File: src/rtl/cpu_pkg.sv
// Shared constants, IR field positions and fetch FSM encoding
// for the 16-bit register CPU front end.
package cpu_pkg;

  localparam logic [15:0] NOP_WORD = 16'h0000;
  localparam logic [15:0] RESET_PC = 16'h0000;

  localparam int ALUF_HI = 15;
  localparam int ALUF_LO = 12;
  localparam int DST_HI  = 11;
  localparam int DST_LO  = 8;
  localparam int SRC_HI  = 7;
  localparam int SRC_LO  = 4;
  localparam int M_BIT   = 3;
  localparam int CC_HI   = 2;
  localparam int CC_LO   = 0;

  typedef enum logic [1:0] {
    ST_FETCH    = 2'd0,
    ST_REDIRECT = 2'd1,
    ST_STALL    = 2'd2
  } fetch_st_t;

endpackage

File: src/rtl/ir_pipe_pc_reg.sv
// Loadable 16-bit program counter with sync reset and wrapping increment.
// Ports: clk, reset, load/load_val, inc -> q. Priority reset > load > inc.
module pc_reg #(
  parameter logic [15:0] RESET_VAL = 16'h0000
) (
  input  logic        clk,
  input  logic        reset,
  input  logic        load,
  input  logic [15:0] load_val,
  input  logic        inc,
  output logic [15:0] q
);

  always_ff @(posedge clk) begin
    if (reset)
      q <= RESET_VAL;
    else if (load)
      q <= load_val;
    else if (inc)
      q <= q + 16'd1;
  end

endmodule

File: src/rtl/ir_pipe.sv
// Instruction fetch and IR pipeline: owns PC, fetch request, ir0q/ir1q.
// In: clk, reset, mem_data/mem_rdy, bus_busy, clrIr0, dojump/jump_target,
// hold. Out: ir0q, ir1q, pc_q, fetch_addr, fetch_req, pipe_adv.
module ir_pipe #(
  parameter logic [15:0] NOP_WORD = cpu_pkg::NOP_WORD,
  parameter logic [15:0] RESET_PC = cpu_pkg::RESET_PC
) (
  input  logic        clk,
  input  logic        reset,
  input  logic [15:0] mem_data,
  input  logic        mem_rdy,
  input  logic        bus_busy,
  input  logic        clrIr0,
  input  logic        dojump,
  input  logic [15:0] jump_target,
  input  logic        hold,
  output logic [15:0] ir0q,
  output logic [15:0] ir1q,
  output logic [15:0] pc_q,
  output logic [15:0] fetch_addr,
  output logic        fetch_req,
  output logic        pipe_adv
);
  import cpu_pkg::*;

  fetch_st_t st_q, st_d;
  logic      fetching;

  assign fetching   = (st_q == ST_FETCH);
  assign fetch_req  = fetching & ~bus_busy & ~hold & ~reset;
  assign pipe_adv   = fetching & ~hold & mem_rdy & ~dojump;
  assign fetch_addr = pc_q;

  // A stolen bus cycle still shifts the pipe but fetches nothing.
  pc_reg #(
    .RESET_VAL(RESET_PC)
  ) u_pc (
    .clk     (clk),
    .reset   (reset),
    .load    (dojump),
    .load_val(jump_target),
    .inc     (pipe_adv & ~bus_busy),
    .q       (pc_q)
  );

  always_ff @(posedge clk) begin
    if (reset)
      st_q <= ST_REDIRECT;
    else
      st_q <= st_d;
  end

  always_comb begin
    st_d = st_q;
    if (dojump) begin
      st_d = ST_REDIRECT;
    end else begin
      unique case (st_q)
        ST_FETCH:    if (hold) st_d = ST_STALL;
        ST_REDIRECT: st_d = ST_FETCH;
        ST_STALL:    if (!hold) st_d = ST_FETCH;
        default:     st_d = ST_REDIRECT;
      endcase
    end
  end

  // clrIr0 marks the fetched word as immediate data, not an instruction.
  always_ff @(posedge clk) begin
    if (reset) begin
      ir0q <= NOP_WORD;
      ir1q <= NOP_WORD;
    end else if (dojump) begin
      ir0q <= NOP_WORD;
      ir1q <= NOP_WORD;
    end else if (pipe_adv) begin
      ir1q <= ir0q;
      ir0q <= (bus_busy | clrIr0) ? NOP_WORD : mem_data;
    end
  end

endmodule

File: config.mk
export PLATFORM = sky130hd
export DESIGN_NAME = ir_pipe
export DESIGN_NICKNAME = d
export VERILOG_FILES = /design/src/rtl/cpu_pkg.sv /design/src/rtl/ir_pipe_pc_reg.sv /design/src/rtl/ir_pipe.sv
export SDC_FILE = /design/constraint.sdc
export NUM_CORES = 1
export LEC_CHECK = 0
export ABC_AREA = 1
export CAP_MARGIN = 5
export CORE_ASPECT_RATIO = 1.5
export CORE_MARGIN = 1.5
export CORE_UTILIZATION = 42
export CTS_CLUSTER_SIZE = 14
export DETAILED_ROUTE_END_ITERATION = 8
export PLACE_DENSITY = 0.81
export RECOVER_POWER = 50
export SETUP_SLACK_MARGIN = 0.15
export SLEW_MARGIN = 0
export SYNTH_ARGS = -nofsm -noshare
export SYNTH_HDL_FRONTEND = slang
export SYNTH_SLANG_ARGS = --single-unit
export TNS_END_PERCENT = 20
File: constraint.sdc
create_clock -name clk -period 1.7 [get_ports clk]
set_clock_uncertainty 0.15 [all_clocks]
set_input_delay 0.34 -clock clk [delete_from_list [all_inputs] [get_ports clk]]
set_output_delay 0.34 -clock clk [all_outputs]
set_load 0.01 [all_outputs]
### After elaboration in Yosys (flattened, before gate mapping)

Index checks and enable logic that the tools add are counted.

| word-level totals | value |
|---|---|
| register bits | 50 |
| input bits | 39 |
| output and inout bits | 66 |
| word-level logic and storage cells | 31 |

| cells by class | value |
|---|---|
| reductions and logical operators | 4 |
| bitwise gates (word level) | 12 |
| muxes and demuxes | 6 |
| equality and inequality tests | 4 |
| add/subtract/negate cells | 1 |

Operator list:

| operator | number |
|---|---|
| 2-to-1 mux 16 bit | 3 |
| adder 16 x 1 -> 16 bit, second input constant | 1 |
| AND 1 bit | 7 |
| case mux 2 bit (3 select lines) | 1 |
| 2-to-1 mux 2 bit | 2 |
| != test 2 bit, second input constant | 2 |
| NOT 1 bit | 4 |
| == test 2 x 1 -> 1 bit, second input constant | 1 |
| == test 2 bit, second input constant | 1 |
| zero test 2 bit | 1 |
| AND reduction 2 bit | 1 |
| nonzero test 2 bit | 1 |
| OR reduction 2 bit | 1 |
| OR 1 bit | 1 |

### Logic depth before layout (Yosys ltp)

| logic depth | value |
|---|---|
| depth after elaboration | 7 |
| gate-level depth with buffers | 9 |
| gate-level depth less buffers | 9 |

### By module

Synthesis repeated with hierarchy kept, for this count alone.

| unflattened totals | value |
|---|---|
| cells, all modules | 401 |
| area total of the unflattened synthesis | 2,692.6 um^2 |

By module, submodules not included:

| module | seq. area each (um^2) | area an instance (um^2) | cells each | instances |
|---|---|---|---|---|
| ir_pipe | 680.7 | 1,681.6 | 253 | 1 |
| pc_reg | 320.3 | 1,011.0 | 148 | 1 |

### Worst setup path after synthesis

OpenSTA, ideal clock, no wires.

| timing | value |
|---|---|
| kind | reg-to-reg |
| start | register u_pc.q[0] |
| end | register u_pc.q[14] |
| arrival | 1,290 ps |
| required time | 1,422 ps |
| setup time | 128 ps |
| buffers on the path | 0 |
| cell stages (with the launch flop) | 9 |
| path slack | 133 ps |
| period minus slack after synthesis | 1,567 ps |
| cell sequence | dfxtp_1 -> ha_1 -> nand2_1 -> nor2_1 -> nand3_1 -> nor2_1 -> nand3_1 -> nand2_1 -> a21oi_1 |

| between the ends | value |
|---|---|
| cells in the longest elaborated chain, start to end | 3 |

RTL lines:

| item | RTL line | text |
|---|---|---|
| from (decl) | ir_pipe_pc_reg.sv:11 | `output logic [15:0] q` |
| from (signal assigned) | ir_pipe_pc_reg.sv:18 | `q <= load_val;` |
| from (signal assigned) | ir_pipe_pc_reg.sv:20 | `q <= q + 16'd1;` |
| adder 16 x 1 -> 16 bit | ir_pipe_pc_reg.sv:20 |  |
| 2-to-1 mux 16 bit | ir_pipe_pc_reg.sv:19 | `else if (inc)` |
| 2-to-1 mux 16 bit | ir_pipe_pc_reg.sv:17 | `else if (load)` |

No other way between the ends. The select of a mux whose other input is x is not followed.
A chain may end at the register's enable or synchronous reset.

### Final worst setup path

| timing | value |
|---|---|
| start | register st_q[0] |
| end | output port fetch_req |

| between the ends | value |
|---|---|
| cells in the longest elaborated chain, start to end | 4 |

RTL lines:

| item | RTL line | text |
|---|---|---|
| from (decl) | ir_pipe.sv:26 | `fetch_st_t st_q, st_d;` |
| from (signal assigned) | ir_pipe.sv:50 | `st_q <= st_d;` |
| zero test 2 bit | ir_pipe.sv:29 | `assign fetching = (st_q == ST_FETCH);` |
| AND 1 bit (3 in a row) | ir_pipe.sv:30 | `assign fetch_req = fetching & ~bus_busy & ~hold & ~reset;` |
| to (decl) | ir_pipe.sv:21 | `output logic fetch_req,` |

No other way between the ends.

==> run_results.csv <==
group,metric,value,unit
die,core,0.00541,mm²
yosys,ys_top_cells_by_area,"dfxtp_1 (43%), nand2_1 (14%), a21oi_1 (9.4%)",
power,p_comb_share,16.2,%
clock_tree,htreeDepth,2,
clock_tree,clk_path_buf_depth,2,
die,die_y,94.5,µm
routing,via_count,2482,
finish,n_antenna_cell,0,
placed_design,gp_congestion,0.860,
hold_path,hold_class,"reg2reg",
yosys,synthMuxAreaShare,0,%
yosys,yosys.area_share.simple,27.9,%
die,ios,105,
sta,setup_viol,0,
worst_setup_path,critPathMaxStageDelay,0.35,ns
power,switching_share,25.8,%
grt,grt_max_degree,34,
sta,slew_headroom,74.9,%
power,power.density,644,mW/mm²
yosys,ys_async_sr_fraction,0,%
yosys,synthCells,326,
yosys,ys_ff_latch,50,
sta,drv_slew,0,
yosys,ys_top_cells_by_count,"nand2_1 (88), dfxtp_1 (50), a21oi_1 (44)",
die,num_rows,33,
finish,fin_util,67.0,%
worst_setup_path,critPathRequiredTime,1.21,ns
placed_design,place_area,0.00348,mm²
clock_tree,cts_buffers,5,
yosys,yosys.area.top_type,"dfxtp_1",
yosys,synth.avg_cell_area,7.19,µm²
yosys,synthXorXnorAreaFrac,2.24,%
yosys,yosysWarnings,0,
power,net-switching-power,0.603,mW
yosys,syn-cell-area,0.00234,mm²
clock_tree,path_clk_slew,0.09,ns
worst_setup_path,critical_path_class,"reg2out",
placed_design,dpl_worst_slack,-0.464,ns
sta,period_share,98.9,%
finish,area_growth,54.7,%
sta,finalWorstSetupSlack,0.0180,ns
yosys,synth-edff-count,0,
flow_run,timing.max_cap.violations,0,
routing,wl,6460,µm
power,seq_power_share,52.8,%
yosys,synth-compound-area-share,14.4,%
yosys,synth_top_family_by_area,"simple AND/OR/NAND/NOR gates",
worst_setup_path,cpLargestDelayFamily,"flip-flops",
placed_design,portBuffers,104,
finish,fin_area,0.00363,mm²
sta,fmax,595,MHz
yosys,seq_area_frac_synth,42.7,%
grt,overflow,0,
routing,drt_iter0_markers,166,
power,ir_worst_vdd,0.642,mV
clock_tree,cts.sinks,50,
routing,dr.pass1.iters,4,
worst_setup_path,arrival,1.19,ns
power,p_int,1.73,mW
sta,final_hold_viol_count,0,
grt,grt_pass1_vias,2336,
grt,grt_pass1_wl,10300,µm
worst_setup_path,setup.worst_path.start_class,"flop",
worst_setup_path,cp_max_fo,3,
power,clock_power_share,31.0,%
finish,drive_gt1_share,18.3,%
sta,rsz0062_at_grt,"yes",
yosys,ys_dominant_reg_cell,"dfxtp_1",
power,finalPower,2.34,mW
die,dieArea,0.00605,mm²
yosys,synthAdderAreaFrac,0.534,%
routing,viasPerCell,4.91,
finish,layout.nets,475,
die,start_util,43.3,%
routing,drc,0,
worst_setup_path,crit_slowest_cell,"dfxtp_2",
power,leakage,1.59,nW
yosys,syn_nets,366,
sta,max_slew.worst_pin.slew,0.377,ns
worst_setup_path,crit_chain,"nor2_4, buf_6, nand3_2, nor2_1, buf_2",
yosys,synthMostInstantiatedCell,"nand2_1",
grt,grt_usage,21.5,%
yosys,synth_cell_types,26,
sta,fin_crit,1.68,ns
clock_tree,cts_tree,"built",
sta,holdWs,0.316,ns
worst_setup_path,cp-end-kind,"output pin",
placed_design,dp_hpwl,4600,µm
worst_setup_path,critPathBufInv,2,
grt,antenna_found_initial,0,
routing,ant_nets,0,
clock_tree,postCtsHoldBufs,0,
clock_tree,clk_latency,0.30,ns
clock_tree,root_buffer,"clkbuf_8",
yosys,synth_top_area_share,42.7,%
status,status,"finished clean",
routing,wl_per_cell,12.8,µm
die,die_w,64.0,µm
-- registers in the layout, summed over array words and instances, names as in the netlist --
register	count
st_q	2
ir0q	16
ir1q	16
u_pc.q	16
-- kinds of logic after synthesis --
group	Yosys count
XOR/XNOR	6
adder cells (fa/ha/maj)	1
flip-flops	50
AND/OR/NAND/NOR	149
AO/OA/AOI/OAI	65
buffers and inverters	55
-- power by group through the flow --
stage	logic (mW)	registers, mW	clock network, mW
2_1_floorplan	0.156	1.27	0
3_3_place_gp	0.391	1.26	0
3_5_place_dp	0.394	1.26	0
4_1_cts	0.363	1.23	0.745
5_1_grt	0.413	1.24	0.791
6_report	0.377	1.23	0.725
-- cell type report --
type	count	area (µm²)
timing repair buffer	132	1190
sequential	50	1020
tap	70	87.6
clock buffer	6	82.6
clock inverter	2	12.5
multi-input combinational	221	1130
inverter	25	97.6
fill	497	1780
-- worst paths after layout --
| path | startpoint | endpoint | slack (ns) | cells past startpoint |
|---|---|---|---|---|
| max | st_q[0]$_SDFFE_PP1P_ | fetch_req | 0.02 | 5 |
| min | ir1q[0]$_SDFFE_PP0P_ | ir1q[0]$_SDFFE_PP0P_ | 0.32 | 2 |
| max reg2reg | st_q[0]$_SDFFE_PP1P_ | u_pc.q[0]$_SDFFE_PP0P_ | 0.07 | 8 |
| min reg2reg | ir1q[0]$_SDFFE_PP0P_ | ir1q[0]$_SDFFE_PP0P_ | 0.32 | 2 |
-- through the flow --
stage | setup TNS [ns] | cells
2_1_floorplan | 0 | 326
3_3_place_gp | -10.01 | 495
3_5_place_dp | -11.35 | 495
4_1_cts | -0.0490 | 504
5_1_grt | -0.149 | 506
6_report | 0 | 506
-- placed cells by master (no fill, tap or decap), types with 2 or more instances in the layout --
master / synthesis / routed
nand2_4: 0 / 2
nor2_2: 1 / 5
clkinv_2: 1 / 2
a211oi_1: 3 / 2
dfxtp_2: 0 / 15
clkdlybuf4s50_1: 0 / 33
buf_6: 0 / 5
nand2_1: 88 / 86
inv_2: 1 / 4
clkdlybuf4s15_1: 0 / 4
xnor2_1: 3 / 3
nor3_1: 2 / 2
nor2_4: 2 / 5
clkbuf_8: 0 / 6
dlygate4sd2_1: 0 / 64
inv_1: 23 / 19
clkbuf_4: 0 / 2
o21ai_0: 15 / 15
dfxtp_1: 50 / 34
nand3_1: 28 / 26
nand4_4: 2 / 2
a21oi_1: 44 / 42
buf_4: 19 / 20
nor2_1: 24 / 17
xor2_1: 3 / 3
a21oi_2: 0 / 2
nand3_2: 0 / 2
-- layer usage --
layer	vias to the layer above	part of all wire, %	wire, µm	GRT usage (%)
met3	10	7.1	456	6.08
li1	1253	-	-	-
met2	93	54	3460	37.8
met5	-	0	0	0
met4	0	1.7	112	9.24
met1	1126	38	2420	23.8
-- worst register-to-register path: cells and delay by family (launching register included) --
kind                   cells  cell delay (ns)
buffers and inverters      3             0.34
AND/OR/NAND/NOR            4             0.51
flip-flops                 1             0.35
AO/OA/AOI/OAI              1             0.19
-- timing repair --
action,in CTS,in global routing
endpoints found under the hold margin,0,0
setup endpoints to repair,109,45
buffers inserted,1,2
pin swaps,3,16
resized for setup,94,37
(Power assumes the default switching activity.)
==> edit 1, RTL diff (config.mk and constraints unchanged) <==
Make the reset (`reset`) asynchronous in 3 clocked blocks. Comments in the files are not updated.
--- a/src/rtl/ir_pipe_pc_reg.sv
+++ b/src/rtl/ir_pipe_pc_reg.sv
@@ -11,7 +11,7 @@
   output logic [15:0] q
 );
 
-  always_ff @(posedge clk) begin
+  always_ff @(posedge clk or posedge reset) begin
     if (reset)
       q <= RESET_VAL;
     else if (load)
--- a/src/rtl/ir_pipe.sv
+++ b/src/rtl/ir_pipe.sv
@@ -43,7 +43,7 @@
     .q       (pc_q)
   );
 
-  always_ff @(posedge clk) begin
+  always_ff @(posedge clk or posedge reset) begin
     if (reset)
       st_q <= ST_REDIRECT;
     else
@@ -65,7 +65,7 @@
   end
 
   // clrIr0 marks the fetched word as immediate data, not an instruction.
-  always_ff @(posedge clk) begin
+  always_ff @(posedge clk or posedge reset) begin
     if (reset) begin
       ir0q <= NOP_WORD;
       ir1q <= NOP_WORD;
Formal check against the unedited RTL: differs if reset is asserted again (counterexample within 4 cycles, from zero or initial values and one cycle with reset high); with reset held inactive, the same outputs for 10 cycles.
==> edit 1 against the unedited design <==
  * The run now ends with setup timing left
  * Sequential cell count did not move
  * Maximum frequency fell by 2.9%
  * Worst setup slack got worse by 50 ps
  * Global-route usage rose by 1.0 points
  * Largest cell class is now multi-input gates
  * Area after synthesis rose by 16%
  * First-iteration DRC count rose by 6.0%
  * Design area rose by 19%
  * Wire length rose by 22%
Power is not compared: it rests on default switching activity, and its combinational part moved more than twofold at a synthesized area within 25%.
==> edit 1: results (changes against the unedited design) <==
[setup_path]
cpMaxStageDelayCell = dfstp_2
cp.arrival_ps = 1240  ; +50 ps
crit_path_end = pipe_adv
cp_slowest_stage_delay_ps = 550  ; +200 ps
r2r_start = st_q[1]$_DFFE_PP0P_
setup.worst_path.start = st_q[0]$_DFFE_PP1P_
worst_r2r_endpoint = u_pc.q[10]$_DFFE_PP0P_

[status]
violations = setup timing
status = complete, but fails checks

[global_route]
grt_pass1_wl_mm = 11.8  ; +14%
grt_max_degree = 33  ; -2.9%
grtUsageTotal_pct = 22.5  ; +1.0 points
grt_pass1_vias = 2573  ; +10%

[finish]
buffers = 146  ; +11%
drive_gt1_share_pct = 33.0  ; +15 points
seq-cell-share_pct = 29.3  ; +1.1 points
multi_input_gates = 195  ; -12%
nets = 493  ; +3.8%
num-fill-cells = 486  ; -2.2%
clk_share_pct = 2.09  ; -0.53 points
final_cells = 528  ; +4.3%
syn_to_final_growth_pct = 58.7
n_all_inverters = 55  ; +120%
bufAreaShareNonClock_pct = 30.1  ; -2.8 points

[drt]
drtIter0Drc = 176  ; +6.0%
wirelength_mm = 7.90  ; +22%
vias_per_cell = 5.10  ; +4.0%

[synthesis]
synth_fp_nets = 365  ; -0.27%
synth_common_cells = nand2_1 (69), dfrtp_1 (49), inv_1 (47)
avgSynthCellArea_um2 = 8.36  ; +16%
ys.flop_type = dfrtp_1
yosysSeqAreaShare_pct = 46.1  ; +3.4 points
synth_cell_types = 34  ; +31%
async_flop_share_pct = 100  ; +100 points

[sta]
layout_setup_ws_ps = -31.8  ; -49.8 ps
hold-worst-slack_ps = 359  ; +42.8 ps
setup_viol = 2  ; +2

[placed_design]
gp_congestion = 0.829  ; -3.6%
dpl_worst_slack_ps = -501  ; -37.3 ps
place_area_um2 = 3830  ; +10%
place_hpwl_mm = 5.36  ; +17%

[min_path]
hold-path-endpoint = ir1q[4]$_DFFE_PP0P_
worstHoldStart = ir1q[4]$_DFFE_PP0P_

==> edit 1: cell types whose count changed after synthesis, sizes merged, moves of 16 or more <==
cell	change
a21oi	-42
dfxtp	-50
o22ai	+16
dfrtp	+49
nand3	+16
inv	+31
==> edit 1: kinds of logic (layout without fill, tap and decap cells) <==
family                   count (synthesis)  count (layout)  synth area share, %
AND/OR/NAND/NOR                        146             146                 26.9
buffers and inverters                   80             209                 14.5
flip-flops                              50              50                 46.1
AO/OA/AOI/OAI                           45              45                 11.0
XOR/XNOR                                 3               3                0.967
adder cells (fa/ha/maj)                  1               1                0.460
==> edit 1: timing repair <==
action                     CTS  global route
resized for setup          127            54
setup endpoints to repair   76            55
cloned                       0             0
buffers inserted            16             9
pin swaps                   17            45
==> edit 1: metal layers <==
metal	up-vias	wire (µm)	GRT usage, %
met5	-	0	0
li1	1280	-	-
met4	0	63	6.15
met1	1305	3030	25.2
met2	103	4330	42.3
met3	6	478	3.56
==> edit 2, RTL diff (same settings) <==
Without the edit above. Add an input register stage for `jump_target`, without a reset; this delays it by one clock. The other inputs are not delayed to match.
--- a/src/rtl/ir_pipe.sv
+++ b/src/rtl/ir_pipe.sv
@@ -23,6 +23,12 @@
 );
   import cpu_pkg::*;
 
+  logic [15:0] jump_target_q;
+
+  always_ff @(posedge clk) begin
+    jump_target_q <= jump_target;
+  end
+
   fetch_st_t st_q, st_d;
   logic      fetching;
 
@@ -38,7 +44,7 @@
     .clk     (clk),
     .reset   (reset),
     .load    (dojump),
-    .load_val(jump_target),
+    .load_val(jump_target_q),
     .inc     (pipe_adv & ~bus_busy),
     .q       (pc_q)
   );
Function: changed (a bounded check fails within 4 cycles, from zero or initial values and one cycle with reset high).
==> edit 2 against the unedited design <==
  * Wire length grew 19%
  * Power grew 64%
  * Design area grew 18%
  * Worst setup slack gained 22 ps
  * Synthesized cell count grew 6.7%
  * Area after synthesis grew 23%
  * Highest routed layer unchanged
  * Sequential cell count grew 16
==> edit 2: results (changes against the unedited design) <==
[clocking]
clk_latency_ps = 340  ; +40 ps
cts-root-buf = clkbuf_8
clk_pin_slew_ps = 70  ; -20 ps
cts_buffers = 9  ; +4
cts_htree_levels = 3  ; +1

[setup_path]
cp.arrival_ps = 1170  ; -20 ps
crit_path_max_fanout = 2  ; -1
cp_slowest_stage_delay_ps = 330  ; -20 ps

[drt]
wl_per_cell_um = 14.2  ; +11%
route.met3.wl_um = 557  ; +22%
wl_met2_mm = 3.98  ; +15%
drtIter0Drc = 176  ; +6.0%
vias_per_cell = 5.06  ; +3.2%

[placed_design]
placed_cells = 523  ; +5.7%
place_hpwl_mm = 5.52  ; +20%

[synthesis]
synth_cell_types = 36  ; +38%
synth_common_cells = nand2_1 (68), dfxtp_1 (66), a21oi_1 (35)
synthTopCellsByArea = dfxtp_1 (46%), nand2_1 (8.8%), a21oi_1 (6.1%)
avgSynthCellArea_um2 = 8.32  ; +16%
synth_compound_area_share_pct = 17.3  ; +3.0 points
synth_fp_nets = 388  ; +6.0%
yosysSeqAreaShare_pct = 45.7  ; +2.9 points
yosys.area_share.xor_xnor_pct = 1.21  ; -1.0 points
synth_fa_ha_area_share_pct = 0.432  ; -0.10 points

[global_route]
gr-usage-met1_pct = 22.6  ; -1.2 points
grt_use_met3_pct = 6.17  ; +0.093 points
grt_pass1_vias = 2845  ; +22%
grt_max_degree = 26  ; -24%
grt_pass1_wl_mm = 12.9  ; +25%
met2_usage_pct = 38.9  ; +1.0 points

[power]
leakagePower_nw = 1.90  ; +20%
peakVddDrop_mv = 0.489  ; -24%

[sta]
slew_headroom_pct = 75.0  ; +0.090 points

[status]
status = finished clean

[finish]
drive_gt1_share_pct = 21.8  ; +3.4 points
num-fill-cells = 557  ; +12%
nets = 499  ; +5.1%

edit 2: worst max-delay path, delay by kind of cell (launching register included):
family / cells / cell delay (ps)
AND/OR/NAND/NOR: 3 / 300
flip-flops: 1 / 330
buffers and inverters: 3 / 210
edit 2: metrics by stage:
stage | TNS, ps | setup slack (ps) | cell area [µm²] | utilization [%] | hold slack, ps
2_1_floorplan | 0 | 156 | 2900 | - | 218
4_1_cts | -8.24 | -8.24 | 4260 | 64.7 | 280
3_3_place_gp | -9900 | -504 | 4020 | 61.2 | 275
5_1_grt | -97.4 | -23.9 | 4270 | 64.9 | 294
6_report | 0 | 40.2 | 4270 | 64.9 | 284
3_5_place_dp | -11330 | -516 | 4020 | 61.2 | 297
edit 2: path summary, 6_finish.rpt:
path	startpoint	to	slack [ps]	cells after the start
setup / recovery	st_q[0]$_SDFFE_PP1P_	pipe_adv	40	6
hold / removal	st_q[0]$_SDFFE_PP1P_	st_q[1]$_SDFFE_PP0P_	280	1
setup reg to reg	st_q[0]$_SDFFE_PP1P_	u_pc.q[6]$_SDFFE_PP0P_	90	10
hold reg to reg	st_q[0]$_SDFFE_PP1P_	st_q[1]$_SDFFE_PP0P_	280	1
edit 2: power by group through the flow:
stage                     Combinational (W)  Clock (W)  Sequential (W)
after detailed placement           0.000442          0         0.00168
final                              0.000400    0.00179         0.00164
after floorplan                    0.000194          0         0.00168
after CTS                          0.000412    0.00181         0.00165
after global routing               0.000437    0.00188         0.00165
after global placement             0.000435          0         0.00168
edit 2: cell type report:
type                    instances  area, µm²  area share, %
well taps                      76       95.1           2.23
clock inverters                 6        138           3.23
repair buffers                127       1140           26.8
inverters                      36        143           3.34
clock buffers                  10        138           3.23
multi-input cells             219       1260           29.6
flip-flops and latches         66       1350           31.6
